$ cat src/rtl/id_hazard_controller.sv
`default_nettype none
// ============================================================================
// Module      : id_hazard_controller
// Description : Stall and forwarding sequencer for an ID stage that resolves
//               branches early. Decodes the IF/ID instruction and compares its
//               source registers against the ID/EX and EX/MEM destinations to
//               drive the ID/EX bubble, the compare-operand forwarding muxes
//               and the PC / IF/ID write enables. A two-state FSM (RUN/HOLD)
//               covers the two-cycle load-to-branch case. Saturating counters
//               report stall cycles and hazard events to the debug path.
// Ports       : clock, reset        - rising-edge clock, async active-high reset
//               IFIDInstr           - instruction currently in ID
//               IDEX*               - ID/EX control bits and register fields
//               EXMEM*              - EX/MEM control bits and destination
//               CntClear            - synchronous clear of both counters
//               Hazard              - insert bubble into ID/EX
//               PCWrite, IFIDWrite  - PC and IF/ID update enables
//               forward1, forward2  - select EX/MEM result for rs / rt compare
//               BranchEnable        - permits ID to flush for taken beq / j
//               StallCycles         - saturating count of stalled cycles
//               HazardEvents        - saturating count of detected hazards
// Revision    : 1.0 - initial release
// ============================================================================
module id_hazard_controller #(
    parameter int CNT_W = 16
) (
    input  logic             clock,
    input  logic             reset,
    input  logic [31:0]      IFIDInstr,
    input  logic             IDEXMemRead,
    input  logic             IDEXRegWrite,
    input  logic             IDEXRegDst,
    input  logic [4:0]       IDEXRt,
    input  logic [4:0]       IDEXRd,
    input  logic             EXMEMRegWrite,
    input  logic             EXMEMMemRead,
    input  logic [4:0]       EXMEMDst,
    input  logic             CntClear,
    output logic             Hazard,
    output logic             PCWrite,
    output logic             IFIDWrite,
    output logic             forward1,
    output logic             forward2,
    output logic             BranchEnable,
    output logic [CNT_W-1:0] StallCycles,
    output logic [CNT_W-1:0] HazardEvents
);

    localparam logic [5:0] C_OP_RTYPE = 6'b000000;
    localparam logic [5:0] C_OP_BEQ   = 6'b000100;
    localparam logic [5:0] C_OP_J     = 6'b000010;
    localparam logic [5:0] C_OP_SW    = 6'b101011;

    localparam logic [0:0] ST_RUN  = 1'b0;
    localparam logic [0:0] ST_HOLD = 1'b1;

    localparam logic [CNT_W-1:0] C_CNT_ONE = {{(CNT_W-1){1'b0}}, 1'b1};
    localparam logic [CNT_W-1:0] C_CNT_MAX = {CNT_W{1'b1}};

    logic [0:0]       state_q, state_d;
    logic [CNT_W-1:0] stall_cnt_q, event_cnt_q;

    logic [5:0] w_op;
    logic [4:0] w_rs, w_rt, w_idex_dst;
    logic       w_uses_rs, w_uses_rt, w_is_branch;
    logic       w_match_idex, w_match_exmem;
    logic       w_det1, w_det2, w_stall, w_event;
    logic       w_unused;

    // Immediate / shamt / funct bits play no part in hazard detection.
    assign w_unused = ^IFIDInstr[15:0];

    // ------------------------------------------------------------------
    // Decode
    // ------------------------------------------------------------------
    assign w_op        = IFIDInstr[31:26];
    assign w_rs        = IFIDInstr[25:21];
    assign w_rt        = IFIDInstr[20:16];
    assign w_uses_rs   = (w_op != C_OP_J);
    assign w_uses_rt   = (w_op == C_OP_RTYPE) || (w_op == C_OP_BEQ) || (w_op == C_OP_SW);
    assign w_is_branch = (w_op == C_OP_BEQ);
    assign w_idex_dst  = IDEXRegDst ? IDEXRd : IDEXRt;

    // Register 0 is hard-wired, so a zero destination can never create a hazard.
    function automatic logic reg_match(input logic [4:0] d, input logic urs,
                                       input logic urt, input logic [4:0] rs,
                                       input logic [4:0] rt);
        return (d != 5'd0) && ((urs && (d == rs)) || (urt && (d == rt)));
    endfunction

    assign w_match_idex  = reg_match(w_idex_dst, w_uses_rs, w_uses_rt, w_rs, w_rt);
    assign w_match_exmem = reg_match(EXMEMDst,   w_uses_rs, w_uses_rt, w_rs, w_rt);

    // A load feeding a branch needs the data two cycles later: stall now and
    // once more from HOLD while the load sits in MEM.
    assign w_det2 = w_is_branch && IDEXMemRead && IDEXRegWrite && w_match_idex;

    assign w_det1 = !w_det2 && (
                        (w_is_branch && IDEXRegWrite && !IDEXMemRead && w_match_idex) ||
                        (w_is_branch && EXMEMMemRead && w_match_exmem) ||
                        (!w_is_branch && IDEXMemRead && w_match_idex));

    // HOLD stalls unconditionally; detection is only evaluated in RUN.
    assign w_event = (state_q == ST_RUN) && (w_det1 || w_det2);
    assign w_stall = w_event || (state_q == ST_HOLD);

    // ------------------------------------------------------------------
    // FSM: state register
    // ------------------------------------------------------------------
    always_ff @(posedge clock or posedge reset) begin
        if (reset) begin
            state_q <= ST_RUN;
        end else begin
            state_q <= state_d;
        end
    end

    // ------------------------------------------------------------------
    // FSM: next state
    // ------------------------------------------------------------------
    always_comb begin
        state_d = state_q;
        case (state_q)
            ST_RUN:  state_d = w_det2 ? ST_HOLD : ST_RUN;
            ST_HOLD: state_d = ST_RUN;
            default: state_d = ST_RUN;
        endcase
    end

    // ------------------------------------------------------------------
    // FSM: outputs (forced to a safe, non-flushing value during reset)
    // ------------------------------------------------------------------
    always_comb begin
        Hazard       = 1'b0;
        PCWrite      = 1'b1;
        IFIDWrite    = 1'b1;
        forward1     = 1'b0;
        forward2     = 1'b0;
        BranchEnable = 1'b0;
        if (!reset) begin
            Hazard       = w_stall;
            PCWrite      = !w_stall;
            IFIDWrite    = !w_stall;
            BranchEnable = !w_stall;
            // Only ALU results are available in EX/MEM; load data is not.
            forward1     = EXMEMRegWrite && !EXMEMMemRead && (EXMEMDst != 5'd0) &&
                           (EXMEMDst == w_rs);
            forward2     = EXMEMRegWrite && !EXMEMMemRead && (EXMEMDst != 5'd0) &&
                           (EXMEMDst == w_rt);
        end
    end

    // ------------------------------------------------------------------
    // Saturating performance counters; clear takes priority over increment
    // ------------------------------------------------------------------
    always_ff @(posedge clock or posedge reset) begin
        if (reset) begin
            stall_cnt_q <= '0;
            event_cnt_q <= '0;
        end else if (CntClear) begin
            stall_cnt_q <= '0;
            event_cnt_q <= '0;
        end else begin
            if (w_stall && (stall_cnt_q != C_CNT_MAX)) begin
                stall_cnt_q <= stall_cnt_q + C_CNT_ONE;
            end
            if (w_event && (event_cnt_q != C_CNT_MAX)) begin
                event_cnt_q <= event_cnt_q + C_CNT_ONE;
            end
        end
    end

    assign StallCycles  = stall_cnt_q;
    assign HazardEvents = event_cnt_q;

endmodule
`default_nettype wire

$ cat config.mk
export PLATFORM = sky130hd
export DESIGN_NAME = id_hazard_controller
export DESIGN_NICKNAME = d
export VERILOG_FILES = /design/src/rtl/id_hazard_controller.sv
export SDC_FILE = /design/constraint.sdc
export NUM_CORES = 1
export LEC_CHECK = 0
export CORE_AREA = 2 2 81 83
export DETAILED_ROUTE_END_ITERATION = 16
export DIE_AREA = 0 0 83 85
export MAX_ROUTING_LAYER = met4
export PLACE_DENSITY = 0.75
export SLEW_MARGIN = 0
export SYNTH_ARGS = -nofsm -noshare
export SYNTH_HDL_FRONTEND = slang
export SYNTH_SLANG_ARGS = --single-unit
$ cat constraint.sdc
create_clock -name clock -period 2.45 [get_ports clock]
set_input_delay 0.245 -clock clock [delete_from_list [all_inputs] [get_ports clock]]
set_output_delay 0.245 -clock clock [all_outputs]
set_load 0.05 [all_outputs]
==> flow_summary.yaml <==
run_status:
  status: "completed"
cts:
  clk_pin_slew_ns: 0.07
  clk_latency_ns: 0.28
  ctsLongestPathBuffers: 2
  cts_buffers: 5
  htreeDepth: 2
  cts_root_buffer: "clkbuf_8"
  cts.sinks: 33
  hold_buffers: 0
  cts_tree: "done"
routing:
  drc: 0
  wirelength_um: 6480
  vias: 2535
  ant_nets: 0
  drt-wirelength-per-cell_um: 14.2
  dr.pass1.iters: 4
  drt-initial-drc-count: 175
  via_per_inst: 5.55
yosys:
  yosysMostFrequentCell: "dfrtp_1"
  ys_warn_count: 0
  netlist_area_sq_um: 2390
  netlist.area_leader.share_pct: 34.5
  syn_avg_cell_area_sq_um: 8.84
  yosys-top-cells-area: "dfrtp_1 34%, mux2_2 5.2%, a21oi_1 4.8%"
  synth_common_cells: "33 x dfrtp_1, 23 x a21oi_1, 22 x nor2_1"
  seq_area_frac_synth_pct: 34.5
  synthFlopType: "dfrtp_1"
  async_flop_share_pct: 100
  syn-num-nets: 328
  synth_top_area_cell: "dfrtp_1"
  synth-seq-cells: 33
  synth-edff-count: 0
  synth_cell_types: 43
  netlist_instances: 271
floorplan:
  die_w_um: 83
  fp-row-count: 29
  pin_count: 93
  die_y_um: 85
  start_util_pct: 38.6
  core_area_sq_um: 6200
  die_area_sq_um: 7060
finish:
  stdcell_count: 457
  num_antenna_cells: 0
  drive_above_1_share_pct: 25.8
  syn_to_final_growth_pct: 54.3
  final_net_count: 436
timing:
  slew_headroom_pct: 66.0
  tightest_slew_ns: 0.508
  post-route-period-util_pct: 98.9
  drv_slew: 0
  finalSetupViolCount: 0
  finalHoldViolCount: 0
  rsz0062_at_grt: "true"
  fin_skew_ns: 0.00472
  period_minus_slack_ns: 2.42
  max_freq_mhz: 413
  fin_tns_setup_ns: 0
min_path:
  hold_path_class: "in -> reg"
placed_design:
  io_buffer_count: 76
  dp.cells: 447
  hpwl_um: 4880
  gp_congestion: 0.824
setup_path:
  cp_max_fo: 3
  required_ns: 2.20
  worst_path_max_delay_cell: "or4_4"
  critical_path.cell_chain: "buf_6, or4_4, nor3b_4, buf_4, nand2_2, o211a_1, a21boi_4, nor2_4, clkinvlp_4, buf_12"
  cpPeakStageDelay_ns: 0.55
  worstPathArrival_ns: 2.18
  worstSetupEndpointType: "output pin"
  startpoint_type: "primary input"
  setup.worst_path.class: "in -> out"
global_route:
  grt_pass1_vias: 2326
  grt_antenna_before_repair: 0
  grt_max_degree: 45
  gr-total-overflow: 0
  grt_pass1_wl_um: 10600
  track_usage_pct: 18.6
pwr:
  irDropWorstVdd_uv: 172
  powerDensity_nw_per_um2: 331
  p_leak_nw: 1.45
run:
  maxCapViolations: 0
## logic make-up (layout without fill, tap and decap cells)
kind of cell,after synthesis,count (layout),share of synthesized area [%]
buf+inv,21,130,4.23
fa+ha+maj,2,2,1.04
simple gates,125,125,30.7
xor+xnor,20,20,7.31
mux,18,18,8.10
flops,33,33,34.5
compound gates,52,52,14.2
## metal layers
metal / global-route usage, % / wire (um) / share of wire [%] / vias to the layer above
met5: - / 0 / 0 / -
met4: 6.11 / 109 / 1.7 / 0
met3: 3.11 / 326 / 5.0 / 11
met2: 32.2 / 3330 / 51 / 84
met1: 22.2 / 2720 / 42 / 1213
li1: - / - / - / 1227
## cell usage in the layout, fill, tap and decap left out, types with 3 or more instances in the layout
master	Yosys	layout
xnor2_1	12	12
nand2_1	10	10
clkdlybuf4s50_1	0	59
clkbuf_8	0	6
nor2_1	22	20
xor2_1	8	8
mux2i_1	7	3
dfrtp_2	0	5
a21oi_1	23	22
mux2_2	11	11
or3_1	7	7
nand4_1	9	9
or4_1	15	14
dlygate4sd2_1	0	6
dfrtp_1	33	28
inv_1	4	3
mux2i_2	0	3
and3_1	9	9
nor3_1	7	5
nor2_4	1	3
nand3_1	14	14
buf_12	0	3
o21ai_0	7	7
nor2b_1	12	12
o31ai_1	13	12
buf_4	1	44
## flip-flops by register name (all words and copies together), names as in the netlist
signal,cells
StallCycles,16
HazardEvents,16
state_q,1
## path summary, 6_finish.rpt
check | slack (ns) | to | depth (start not counted) | from
max in group asynchronous | 1.56 | HazardEvents[0] | 3 | reset
min reg2reg | 0.58 | StallCycles[12] | 2 | StallCycles[12]
min in group asynchronous | 0.56 | StallCycles[10] | 3 | reset
max reg2reg | 0.19 | HazardEvents[7] | 7 | HazardEvents[5]
min | 0.50 | state_q | 6 | IFIDInstr[30]
max | 0.03 | IFIDWrite | 10 | IFIDInstr[30]
## cell type report
cell class	count	area [sq um]
fillers	543	2510
multi-input cells	217	1570
repair buffers	118	1090
flip-flops and latches	33	832
well taps	77	96.3
clock buffers	8	90.1
inverters	4	18.8
## metrics by stage
stage	util, %	worst slack [ns]	cell area [sq um]	hold WS (ns)	total power, mW
3_5_place_dp	56.6	-0.598	3510	0.569	0.794
5_1_grt	59.6	-0.0516	3700	0.520	1.27
2_1_floorplan	-	-0.467	2430	0.372	0.658
6_report	59.6	0.0260	3700	0.501	1.22
4_1_cts	58.8	0.0138	3650	0.497	1.23
3_3_place_gp	56.6	-0.543	3510	0.552	0.788
## where the power goes
group / internal [mW] / switching [mW]
Clock: 0.229 / 0.201
Combinational: 0.132 / 0.114
Sequential: 0.546 / 0.00125
Total: 0.907 / 0.317
## critical path, delay by kind of cell
family          cells  cell delay (ns)
buf+inv             4             0.57
compound gates      2             0.40
simple gates        4             0.96
## timing repair
action / 4_1_cts / 5_1_grt
gates cloned: 0 / 0
resized for setup: 36 / 7
buffers inserted: 2 / 1
setup endpoints to repair: 36 / 16
pin swaps: 12 / 4
No activity file was read; power rests on OpenSTA's default activity.
